<file path="src/rtl/jt6295_accmix.sv">
// jt6295_accmix: time-multiplexed voice accumulator plus linear-interpolating
// upsampler for the ADPCM output path.
// Optional build macro JT6295_ACCMIX_SAT_EN: saturate the frame sum to OW bits
// and report it on clip; otherwise the sum wraps and clip stays 0.
module jt6295_accmix #(
  parameter int IW        = 12,
  parameter int OW        = 14,
  parameter int VOICES    = 8,
  parameter int RATE_LOG2 = 2
) (
  input  logic                 clk,
  input  logic                 rst,
  input  logic                 cen,
  input  logic                 cen_slot,
  input  logic                 cen_out,
  input  logic signed [IW-1:0] sound_in,
  output logic signed [OW-1:0] sound_out,
  output logic                 sample,
  output logic                 clip,
  output logic                 slot_err
);

  localparam int AW   = IW + $clog2(VOICES) + 1;
  localparam int CW   = $clog2(VOICES + 1);
  localparam int RATE = 1 << RATE_LOG2;
  localparam int PW   = OW + RATE_LOG2 + 2;

  logic signed [AW-1:0]  acc;
  logic [CW-1:0]         cnt;
  logic signed [OW-1:0]  prev, cur;
  logic [RATE_LOG2-1:0]  phase;

  logic signed [OW-1:0]  narrowed;
  logic                  sat;
  logic signed [OW:0]    diff;
  logic [RATE_LOG2:0]    step;
  logic signed [PW-1:0]  prod;
  logic signed [OW-1:0]  interp;

`ifdef JT6295_ACCMIX_SAT_EN
  localparam int NW = (AW > OW) ? AW : OW;
  localparam logic signed [NW-1:0] MAX_V = {{(NW-OW+1){1'b0}}, {(OW-1){1'b1}}};
  localparam logic signed [NW-1:0] MIN_V = {{(NW-OW+1){1'b1}}, {(OW-1){1'b0}}};
  logic signed [NW-1:0] acc_x;

  // Clamp the frame sum into the output range and flag when it had to.
  always_comb begin
    acc_x    = NW'(acc);
    narrowed = OW'(acc_x);
    sat      = 1'b0;
    if (acc_x > MAX_V) begin
      narrowed = OW'(MAX_V);
      sat      = 1'b1;
    end else if (acc_x < MIN_V) begin
      narrowed = OW'(MIN_V);
      sat      = 1'b1;
    end
  end
`else
  // Two's-complement wrap: keep the low OW bits, never report clipping.
  always_comb begin
    narrowed = OW'(acc);
    sat      = 1'b0;
  end
`endif

  // Next interpolated point: prev + (cur-prev)*(phase+1)/RATE, floored.
  always_comb begin
    diff   = (OW+1)'(cur) - (OW+1)'(prev);
    step   = {1'b0, phase} + (RATE_LOG2+1)'(1);
    prod   = PW'(diff) * PW'($signed({1'b0, step}));
    interp = prev + OW'(prod >>> RATE_LOG2);
  end

  // Voice accumulator; cen with a slot starts a fresh sum, excess slots are dropped.
  always_ff @(posedge clk or posedge rst) begin
    if (rst) begin
      acc      <= '0;
      cnt      <= '0;
      slot_err <= 1'b0;
    end else if (cen_slot) begin
      if (cen) begin
        acc <= AW'(sound_in);
        cnt <= CW'(1);
      end else if (cnt < CW'(VOICES)) begin
        acc <= acc + AW'(sound_in);
        cnt <= cnt + CW'(1);
      end else begin
        slot_err <= 1'b1;
      end
    end
  end

  // Frame latch and interpolator; cen wins the phase update over cen_out.
  always_ff @(posedge clk or posedge rst) begin
    if (rst) begin
      prev      <= '0;
      cur       <= '0;
      clip      <= 1'b0;
      phase     <= '0;
      sound_out <= '0;
      sample    <= 1'b0;
    end else begin
      sample <= cen_out;
      if (cen_out) sound_out <= interp;
      if (cen) begin
        prev  <= cur;
        cur   <= narrowed;
        clip  <= sat;
        phase <= '0;
      end else if (cen_out && phase != RATE_LOG2'(RATE - 1)) begin
        phase <= phase + RATE_LOG2'(1);
      end
    end
  end

endmodule

</file>
<file path="config.mk">
export PLATFORM = sky130hd
export DESIGN_NAME = jt6295_accmix
export DESIGN_NICKNAME = d
export VERILOG_FILES = /design/src/rtl/jt6295_accmix.sv
export SDC_FILE = /design/constraint.sdc
export NUM_CORES = 1
export LEC_CHECK = 0
export ABC_AREA = 1
export BUFFER_PORTS_ARGS = -buffer_cell sky130_fd_sc_hd__buf_2
export CAP_MARGIN = 40
export CORE_MARGIN = 8
export CORE_UTILIZATION = 43
export CTS_BUF_LIST = sky130_fd_sc_hd__clkbuf_4 sky130_fd_sc_hd__clkbuf_8
export DETAILED_ROUTE_END_ITERATION = 10
export SLEW_MARGIN = 20
export SYNTH_ARGS = -nofsm -noshare
export SYNTH_HDL_FRONTEND = slang
export SYNTH_SLANG_ARGS = --single-unit
</file>
<file path="constraint.sdc">
create_clock -name clk -period 5.34 [get_ports clk]
set_input_delay 0 -clock clk [delete_from_list [all_inputs] [get_ports clk]]
set_output_delay 0 -clock clk [all_outputs]
set_load 0.05 [all_outputs]
</file>
==> run summary <==
initial DRC count: 235
via count: 5050
Slew @ Worst Pin: 0.647 ns
post-synthesis xor/xnor area fraction: 0.0496
Worst Slack Setup Final: 0.340 ns
count leader, synth: nand2_1
leading area contributor after synthesis: dfrtp_1
Fin Clk Skew: 0.0155 ns
Main synth FF type: dfrtp_1
GRT overflow: 0
worst path bufs/invs: 6
commonest cells in the netlist: nand2_1 (204), inv_1 (141), ha_1 (70), dfrtp_1 (64), nor2_1 (58)
GP Congestion: 0.833
vias in the first global route: 4944
#FFs+latches synth: 64
area post-placement: 0.00621 sq mm
H-Tree Depth: 3
CP Depth: 32
Worst EP required: 5.59 ns
io pins: 34
clock tree buffer depth: 2
cells after synthesis: 805
DP Worst Slack: -0.0386 ns
Die Y: 132 um
area of the die: 0.0175 sq mm
CTS buffer count: 9
met2 Resource Use GR: 0.245
Power Total: 4.57 mW
Crit path arrival time: 5.25 ns
yosys warns: 0
Peak VDD IR: 0.273 mV
fraction of registers with async set or reset after synthesis: 1.00
synth top area cells: dfrtp_1 (27%), ha_1 (15%), nand2_1 (13%)
Final Max Tran Viols: 0
fillers: 1286
mux share of post-synthesis cell area: 0.00193
Final Hold Viols: 0
Global Route Usage Sum: 0.147
storage element area: 0.00160 sq mm
Worst-Skew Late Latency: 0.36 ns
syn_nets: 908
CORE AREA: 0.0132 sq mm
Netlist Area Pre-Place: 0.00583 sq mm
row count: 42
RR Startpoint: prev[0]
CP Class: reg2reg
Top Usage Layer GRT: met2
family with the most delay on the worst path: adder cells
Multi-input gate area: 0.00387 sq mm
max_cap viols: 0
drt pass-1 iters: 4
dpl cells: 1003
setup_tns: 0 ns
TritonCTS Sinks: 64
top cell type's share of synthesized area: 0.275
# nets final: 964
largest net degree at the start of global routing: 65
routing usage on met1: 0.185
Synth Area per Inst: 7.24 sq um
Achievable Freq: 0.200 GHz
Core Util, Final: 0.521
status: completed
crit path from: prev[0]
reg-to-reg slack, setup: 0.34 ns
Synth Area in Simple Gates: 0.224
Power Density: 662 mW/mm^2
register area share after synthesis: 0.275
clock root buffer: clkbuf_8
largest family of logic cells by synthesized area: simple AND/OR/NAND/NOR gates
Initial Util: 0.440
adder-cell area share of the yosys netlist: 0.205
fin crit period: 5.00 ns
crit path max fanout: 3
Distinct cells, synth: 42
die width: 132 um
reg2reg end: sound_out[13]
Post-Route WL: 12600 um
number of synthesized flops with an enable pin: 0
final setup vio count: 0
Worst Setup EP: sound_out[13]
DP HPWL: 9720 um
Ant. Diodes: 0
clock slew at reported path FFs: 0.08 ns
worst reg2reg path depth: 32
number of remaining DRC errors: 0
HP Class: in2reg
hold slack: 0.0386 ns
first-pass GRT wire length: 21800 um
Via density: 4.86
startpoint types: flop
Final Cell Area: 0.00691 sq mm
Port-buffer cells: 32
Final Cycle Share: 0.936
Non-Filler Instances: 1040
P_leak: 3.63 nW
post-route ant nets: 0
GR Util met3: 0.0386
routed len/inst: 12.1 um
Synth Area in Compound Gates: 0.140
Slowest-stage cell, CP: fa_1
initial antenna violation count: 0
crit end category: flop
crit-path most repeated cell: inv_1
share of layout cells above drive strength 1: 0.134
Max transition margin: 0.568
slowest stage delay, CP: 0.53 ns
CTS tree: done
P&R area growth vs syn: 18.5%
==> registers in the layout (all words and copies together), names as in the netlist <==
signal	cells
cur	14
phase	2
sample	1
slot_err	1
cnt	4
acc	14
prev	14
sound_out	14
==> worst min-delay path by stage <==
stage                           start      to  slack (ns)  cells after the start
after floorplan               cen_out  sample        0.03                      0
after CTS                 sound_in[9]  acc[9]        0.02                      5
after detailed placement     cen_slot  cnt[3]        0.24                      2
after global placement       cen_slot  cnt[3]        0.22                      2
final                     sound_in[9]  acc[9]        0.04                      5
after global routing      sound_in[9]  acc[9]        0.13                      5
==> report_power, final <==
part           internal [mW]  switching (mW)  total [mW]
clock network          0.276           0.193       0.469
logic                   1.37            2.02        3.39
registers              0.623          0.0942       0.718
total                   2.27            2.30        4.57
==> layout make-up <==
| type | count | area share |
|---|---|---|
| sequential | 64 | 0.232 |
| multi-input combinational | 581 | 0.560 |
| tap | 176 | 0.0319 |
| inverter | 142 | 0.0772 |
| clock buffer | 11 | 0.0210 |
| clock inverter | 3 | 0.00978 |
| timing repair buffer | 63 | 0.0678 |
==> routing by layer <==
layer | wire length [um] | vias to the layer above
met1 | 6150 | 2279
met2 | 5810 | 78
li1 | - | 2677
met3 | 478 | 16
met4 | 172 | 0
met5 | 0 | -
==> kinds of logic after synthesis <==
family,after synthesis
AOI/OAI and AO/OA,144
xor gates and xnor gates,33
adders and majority gates,86
buffers and inverters,160
DFF,64
muxes,1
other,1
and+or+nand+nor,316
==> cells in the final DEF (no fill, tap or decap), types with 14 or more instances in the layout <==
master and instances:
a21oi_1 49, buf_2 32, buf_4 15, dfrtp_1 63
dlygate4sd3_1 14, fa_1 15, ha_1 58, inv_1 138
nand2_1 202, nand3_1 22, nor2_1 57, o21ai_0 50
xor2_1 18
==> tightest hold or removal path: cells and delay by family <==
family	cells	cell delay [ns]
and+or+nand+nor	3	0.18
AOI/OAI and AO/OA	1	0.09
buffers and inverters	1	0.09
==> what timing repair did <==
action                                  4_1_cts  5_1_grt
buffers inserted                              0        8
gates resized for setup                       2       39
hold buffers                                 14        0
hold endpoints to repair                     85        0
endpoints found under the setup margin        1        5
pin swaps                                     0       16
Power figures use the tool's default switching activity.
